$ cat src/rtl/udp_rx_unpack.sv
// Unpacks a UDP byte payload into DATA_W-bit user words, MSB-first, dropping frames not addressed to LOCAL_PORT.
// Optional UDP_RX_STATS_EN adds frame_cnt/drop_cnt counters and ports.
module udp_rx_unpack #(
    parameter int unsigned DATA_W     = 32,
    parameter logic [15:0] LOCAL_PORT = 16'd8080
) (
    input  logic              sys_clk,
    input  logic              sys_rstn,
    input  logic              s_udp_hdr_valid,
    output logic              s_udp_hdr_ready,
    input  logic [15:0]       s_udp_dest_port,
    input  logic [7:0]        s_udp_payload_axis_tdata,
    input  logic              s_udp_payload_axis_tvalid,
    output logic              s_udp_payload_axis_tready,
    input  logic              s_udp_payload_axis_tlast,
    input  logic              s_udp_payload_axis_tuser,
    output logic [DATA_W-1:0] dout_data,
    output logic              dout_valid,
    input  logic              dout_ready,
    output logic              dout_last,
    output logic              dout_err
`ifdef UDP_RX_STATS_EN
    ,
    output logic [15:0]       frame_cnt,
    output logic [15:0]       drop_cnt
`endif
);

    localparam int unsigned BYTES = DATA_W / 8;
    localparam int unsigned K_W   = (BYTES > 1) ? $clog2(BYTES) : 1;

    typedef enum logic [1:0] {IDLE, RECV, DROP} state_t;

    state_t             state_q, state_d;
    logic [DATA_W-1:0]  asm_q, asm_d;
    logic [K_W-1:0]     k_q, k_d;
    logic [DATA_W-1:0]  data_q, data_d;
    logic               valid_q, valid_d;
    logic               last_q, last_d;
    logic               err_q, err_d;
    logic               hdr_ready_c;
    logic               tready_c;
    logic [DATA_W-1:0]  word_c;

    // Next-state, byte assembly and output register loading
    always_comb begin
        state_d     = state_q;
        asm_d       = asm_q;
        k_d         = k_q;
        data_d      = data_q;
        valid_d     = valid_q;
        last_d      = last_q;
        err_d       = err_q;
        hdr_ready_c = 1'b0;
        tready_c    = 1'b0;
        word_c      = asm_q;

        for (int unsigned b = 0; b < BYTES; b++) begin
            if (k_q == K_W'(b)) begin
                word_c[DATA_W-1-8*b -: 8] = s_udp_payload_axis_tdata;
            end
        end

        if (valid_q && dout_ready) begin
            data_d  = '0;
            valid_d = 1'b0;
            last_d  = 1'b0;
            err_d   = 1'b0;
        end

        case (state_q)
            IDLE: begin
                hdr_ready_c = 1'b1;
                if (s_udp_hdr_valid) begin
                    state_d = (s_udp_dest_port == LOCAL_PORT) ? RECV : DROP;
                    asm_d   = '0;
                    k_d     = '0;
                end
            end
            RECV: begin
                tready_c = !valid_q || dout_ready;
                if (s_udp_payload_axis_tvalid && tready_c) begin
                    if ((k_q == K_W'(BYTES - 1)) || s_udp_payload_axis_tlast) begin
                        data_d  = word_c;
                        valid_d = 1'b1;
                        last_d  = s_udp_payload_axis_tlast;
                        err_d   = s_udp_payload_axis_tlast & s_udp_payload_axis_tuser;
                        asm_d   = '0;
                        k_d     = '0;
                    end else begin
                        asm_d = word_c;
                        k_d   = K_W'(k_q + K_W'(1));
                    end
                    if (s_udp_payload_axis_tlast) begin
                        state_d = IDLE;
                    end
                end
            end
            DROP: begin
                tready_c = 1'b1;
                if (s_udp_payload_axis_tvalid && s_udp_payload_axis_tlast) begin
                    state_d = IDLE;
                end
            end
            default: state_d = IDLE;
        endcase
    end

    always_ff @(posedge sys_clk) begin
        if (!sys_rstn) begin
            state_q <= IDLE;
            asm_q   <= '0;
            k_q     <= '0;
            data_q  <= '0;
            valid_q <= 1'b0;
            last_q  <= 1'b0;
            err_q   <= 1'b0;
        end else begin
            state_q <= state_d;
            asm_q   <= asm_d;
            k_q     <= k_d;
            data_q  <= data_d;
            valid_q <= valid_d;
            last_q  <= last_d;
            err_q   <= err_d;
        end
    end

    // Handshake readies are forced low while reset is held
    assign s_udp_hdr_ready           = sys_rstn & hdr_ready_c;
    assign s_udp_payload_axis_tready = sys_rstn & tready_c;
    assign dout_data                 = data_q;
    assign dout_valid                = valid_q;
    assign dout_last                 = last_q;
    assign dout_err                  = err_q;

`ifdef UDP_RX_STATS_EN
    logic [15:0] frame_q;
    logic [15:0] drop_q;

    always_ff @(posedge sys_clk) begin
        if (!sys_rstn) begin
            frame_q <= '0;
            drop_q  <= '0;
        end else begin
            if (valid_q && dout_ready && last_q) begin
                frame_q <= 16'(frame_q + 16'd1);
            end
            if ((state_q == DROP) && s_udp_payload_axis_tvalid && s_udp_payload_axis_tlast) begin
                drop_q <= 16'(drop_q + 16'd1);
            end
        end
    end

    assign frame_cnt = frame_q;
    assign drop_cnt  = drop_q;
`endif

endmodule
$ cat config.mk
export PLATFORM = sky130hd
export DESIGN_NAME = udp_rx_unpack
export DESIGN_NICKNAME = d
export VERILOG_FILES = /design/src/rtl/udp_rx_unpack.sv
export SDC_FILE = /design/constraint.sdc
export NUM_CORES = 1
export LEC_CHECK = 0
export CAP_MARGIN = 20
export CORE_ASPECT_RATIO = 0.9
export CORE_UTILIZATION = 55
export DETAILED_ROUTE_END_ITERATION = 16
export HOLD_SLACK_MARGIN = 0.06
export PLACE_DENSITY = 0.91
export SLEW_MARGIN = 10
export SYNTH_ARGS = -nofsm -noshare
export SYNTH_HDL_FRONTEND = slang
export SYNTH_SLANG_ARGS = --single-unit
export TNS_END_PERCENT = 1
$ cat constraint.sdc
create_clock -name sys_clk -period 2.6 [get_ports sys_clk]
set_input_delay 0.26 -clock sys_clk [delete_from_list [all_inputs] [get_ports sys_clk]]
set_output_delay 0.26 -clock sys_clk [all_outputs]
set_load 0.1 [all_outputs]
; Word level (Yosys, flattened, before mapping)
; Cells that the tools add are included.
[classes]
addsub = 1
eq_ne = 10
muxes = 36
bitwise = 3
n_reduce_logical = 11
[op_table]
columns = operator, count
row1 = 32-bit 2-to-1 mux, 7
row2 = 32-bit one-hot mux with 2 select lines, 1
row3 = 8-bit 2-to-1 mux, 4
row4 = "16-bit by 13-bit == test with 1-bit output, second input constant", 1
row5 = 2-bit 2-to-1 mux, 8
row6 = 1-bit 2-to-1 mux, 13
row7 = "2-bit != test, second input constant", 4
row8 = "2-bit == test, second input constant", 3
row9 = 2-bit one-hot mux with 3 select lines, 1
row10 = "2-bit by 1-bit == test with 1-bit output, second input constant", 2
row11 = 2-bit zero test, 2
row12 = 2-bit one-hot mux with 2 select lines, 1
row13 = 4-bit AND reduction, 1
row14 = 1-bit AND, 3
row15 = 1-bit logical AND, 3
row16 = 3-bit AND reduction, 1
row17 = "2-bit by 1-bit adder with 2-bit output, second input constant", 1
row18 = 1-bit logical OR, 2
row19 = 1-bit one-hot mux with 2 select lines, 1
row20 = 2-bit nonzero test, 1
row21 = 1-bit zero test, 1
[totals]
reg_bits = 71
input_bits = 31
out_inout_bits = 37

; Longest topological paths before layout
[depth]
word_depth = 5
mapped_depth = 8

; Worst setup path after synthesis
; No wires, ideal clock.
[synth_path]
path_kind = register to output
startpoint = register valid_q (netlist: dout_valid)
endpoint = output port s_udp_payload_axis_tready
t_arrival_ps = 2280
slack_ps = 60
stages_incl_launch_ff = 4
path_cell_list = dfxtp_1 -> nand2b_1 -> a21oi_1 -> nor2_1
[synth_via]
elab_chain_cells = 4
[synth_rtl]
columns = element, line_no
row1 = "start, declared", 38  ; logic valid_q, valid_d;
row2 = "start signal, assigned", 123  ; valid_q <= valid_d;
row3 = 1-bit zero test, 81  ; tready_c = !valid_q || dout_ready;
row4 = 1-bit logical OR, 81
row5 = 1-bit one-hot mux with 2 select lines, 71  ; case (state_q)
row6 = 1-bit AND, 131  ; assign s_udp_payload_axis_tready = sys_rstn & tready_c;
row7 = "end, declared", 14  ; output logic s_udp_payload_axis_tready,
; No other way between the ends.

; Worst setup path after layout
[layout_path]
startpoint = register state_q[0]
endpoint = register asm_q[24]
[layout_via]
elab_chain_cells = 3
word_cells_on_any_way = 7
classes_between = eq/ne (3) / mux (1) / reduce/logical (3)
[layout_rtl]
columns = element, line_no
row1 = "start, declared", 34  ; state_t state_q, state_d;
row2 = "start signal, assigned", 119  ; state_q <= state_d;
row3 = 2-bit by 1-bit == test with 1-bit output or 2-bit zero test (tied branches), 71
row4 = 2-bit != test (no source line) or 2-bit nonzero test (tied branches), -
row5 = 3-bit AND reduction (no source line), -
row6 = "end signal, assigned", 120  ; asm_q <= asm_d;
row7 = "end, declared", 35  ; logic [DATA_W-1:0] asm_q, asm_d;
; Several ways; a longest one is shown, not always the timed one.
; A chain may end at the register's enable or synchronous reset.

==> impl_results.md <==
* Drt drc at 0
* CP Max Fanout at 26
* Final setup viols at 0
* Clock Tree Root: clkbuf_8
* Crit. End Element: register
* Final layout net count at 475
* Setup TNS at 0 ns
* Core Util, Final at 69.8%
* Rows at 27
* Slew Viols, Final at 0
* Htree depth at 3
* Xor and xnor area share after synthesis at 0%
* Initial cell density of the core at 56.9%
* Sw Share at 24.7%
* Post-Synthesis Cell Area at between 0.003 and 0.004 mm²
* Number of enable flip-flop cells after synthesis at 0
* Max IR drop VDD at 0.391 mV
* Data required time of the critical path at 2.87 ns
* Seq pwr share at 54.2%
* Area of the die at 0.00661 mm²
* Critical-path top delay cell: buf_4
* Tot Pwr at 2.01 mW
* Distinct cells, synth at 38
* Slew @ Worst Pin at 0.540 ns
* GPL Wtd Cong at around 0.8
* Period utilization at between 80% and 90%
* Core area at 0.00608 mm²
* # fillers at 466
* Layout cells sized above 1 at 29.5%
* Final number of hold-violating endpoints at 0
* Worst-Skew Late Latency at 0.35 ns
* Drt via density at 5.60
* Commonest non-fill, non-tap cells in the layout: nand2_1 (89), dfxtp_1 (71), buf_4 (45), a21oi_1 (37), mux2_2 (33)
* Syn_area_per_cell at just over 9 µm²
* Max-cap violations at 0
* CP Class: register to register
* First-pass GRT wire length at between 10 and 15 mm
* Max Clock Freq at 0.474 GHz
* Post-route cell area at between 0.004 and 0.005 mm²
* Largest family of logic cells by synthesized area: simple AND/OR/NAND/NOR gates
* Synth Area in Compound Gates at 7.34%
* Setup Buffers After CTS at 0
* Post-synth top flop: dfxtp_1
* Initial drt markers at 145
* DPL Wire Length at 5.53 mm
* Vias after detailed routing at 2,869
* Syn Inst Count at 375
* R2r startpoint: state_q[0]$_SDFFE_PN0P_
* Power per cell area at 474 mW/mm²
* Initial antenna violation count at 0
* Clock Power Share at 36.4%
* Clock buffer depth at 2
* Setup crit start: state_q[0]$_SDFFE_PN0P_
* Yosys warns at 0
* Comb pwr share at a little under a tenth
* Largest net degree at the start of global routing at 35
* Commonest non-fill, non-tap cell in the layout: nand2_1
* LEAKAGE at 1.61 nW
* Overflow after GRT at 0
* Worst Path Arrival at around 2.4 ns
* Die Span X at 85.6 µm
* TritonCTS Sinks at between 70 and 80
* Die Ht at 77.2 µm
* Post-CTS Resized at 0
* Asr flop ratio synth at 0%
* Post-DP Area at a little over 0.004 mm²
* P&R area growth vs syn at 22.6%
* Relative slew slack at 64.0%
* Pre-Repair DR Iteration Count at 4
* Hold Crit Class: register to register
* Max stage delay on crit path at 0.40 ns
* Post-route ant nets at 0
* Vias in the first global route at 2,891
* Fin crit period at 2.11 ns
* Net switching power figure at 0.496 mW
* Synth Area in Adders at under 10%
* # hold bufs at CTS at 0
* Antenna cells at 0
* Drt total wl at 8.01 mm
* Run status: finished clean
* Post-Synth Simple-Gate Area at 25.3%
* Hold_sp: asm_q[27]$_SDFFE_PN0P_
* Seq/Total Area, Yosys at about two fifths
* Yosys reg bits at 71
* CP Launch Type: register
* Clk slew on worst S/H paths at 0.07 ns
* CTS Buf Count at 9
* GRT Overall Usage at 25.7%
* Port Buffers at 67
* Mapped Nets at 414
* Unrepaired setup endpoints after global routing: false
* Int Power at roughly 1.5 mW
* CTS tree: yes
* WL/cell at about 16 µm
* Cells along the critical path: inv_1 > ha_1 > nor2b_1 > nor2_1 > and2_1 > buf_4 > mux2i_1
* Post-synthesis mux area share at a little under a fifth
* Ports at 68
* Clk_skew at 0.00557 ns
## worst max-delay path, delay by kind of cell (launching register included)
| family | cells | cell delay (ns) |
|---|---|---|
| adder cells (fa/ha/maj) | 1 | 0.26 |
| multiplexers | 1 | 0.26 |
| AND/OR/NAND/NOR | 3 | 0.62 |
| flip-flops | 1 | 0.39 |
| buffers and inverters | 2 | 0.48 |
## power by group through the flow
stage                     sequential [mW]  clock, mW  combinational [mW]
after global placement               1.11          0               0.181
final                                1.09      0.732               0.188
after CTS                            1.09      0.744               0.187
after global routing                 1.09      0.792               0.198
after floorplan                      1.11          0               0.102
after detailed placement             1.11          0               0.185
## metrics by stage
step | setup slack, ns | hold slack (ns) | instances
floorplan | 0.0603 | 0.408 | 375
global placement | 0.502 | 0.438 | 497
detailed placement | 0.452 | 0.444 | 497
CTS | 0.487 | 0.464 | 512
global route | 0.361 | 0.480 | 512
finish | 0.490 | 0.460 | 512
## cells by family (layout without fill, tap and decap cells)
family                   after synthesis  count (layout)
multiplexers                          59              59
adder cells (fa/ha/maj)                8               8
AND/OR/NAND/NOR                      157             157
AO/OA/AOI/OAI                         46              46
flip-flops                            71              71
buffers and inverters                 34              99
## path summary, 6_finish.rpt
path | to | cells past startpoint | slack (ns)
worst max-delay path | asm_q[24]$_SDFFE_PN0P_ | 7 | 0.49
worst min-delay path | asm_q[27]$_SDFFE_PN0P_ | 2 | 0.46
worst max register to register | asm_q[24]$_SDFFE_PN0P_ | 7 | 0.49
worst min register to register | asm_q[27]$_SDFFE_PN0P_ | 2 | 0.46
## per-layer routing
metal	vias to the layer above	wire (µm)	GRT usage, %
met5	-	0	0
met4	0	180	10.7
met3	21	330	6.35
met2	68	3990	44.5
met1	1384	3500	30.2
li1	1396	-	-
## registers in the layout, summed over array words and instances, names as in the netlist
name / count
asm_q: 32
dout_data: 32
dout_err: 1
dout_last: 1
dout_valid: 1
k_q: 2
state_q: 2
## final cells by class
| cell class | count | area (µm²) | area share, % |
|---|---|---|---|
| Clock buffer | 11 | 131 | 3.10 |
| Clock inverter | 4 | 23.8 | 0.560 |
| Inverter | 7 | 26.3 | 0.619 |
| Multi-Input combinational cell | 270 | 1870 | 44.1 |
| Sequential cell | 71 | 1420 | 33.5 |
| Tap cell | 72 | 90.1 | 2.12 |
| Timing Repair Buffer | 77 | 678 | 16.0 |
## synthesized netlist by cell type (6+ instances only)
| master | n | share of area [%] |
|---|---|---|
| nand3_1 | 7 | 1.0 |
| clkbuf_1 | 9 | 0.98 |
| buf_2 | 10 | 1.4 |
| ha_1 | 8 | 2.9 |
| a21oi_1 | 37 | 5.4 |
| inv_1 | 6 | 0.65 |
| nand2_1 | 89 | 9.7 |
| and2_1 | 8 | 1.4 |
| mux2_2 | 33 | 11 |
| dfxtp_1 | 71 | 41 |
| mux2i_1 | 26 | 7.5 |
| nand3_2 | 29 | 8.4 |
Power figures use the tool's default switching activity.
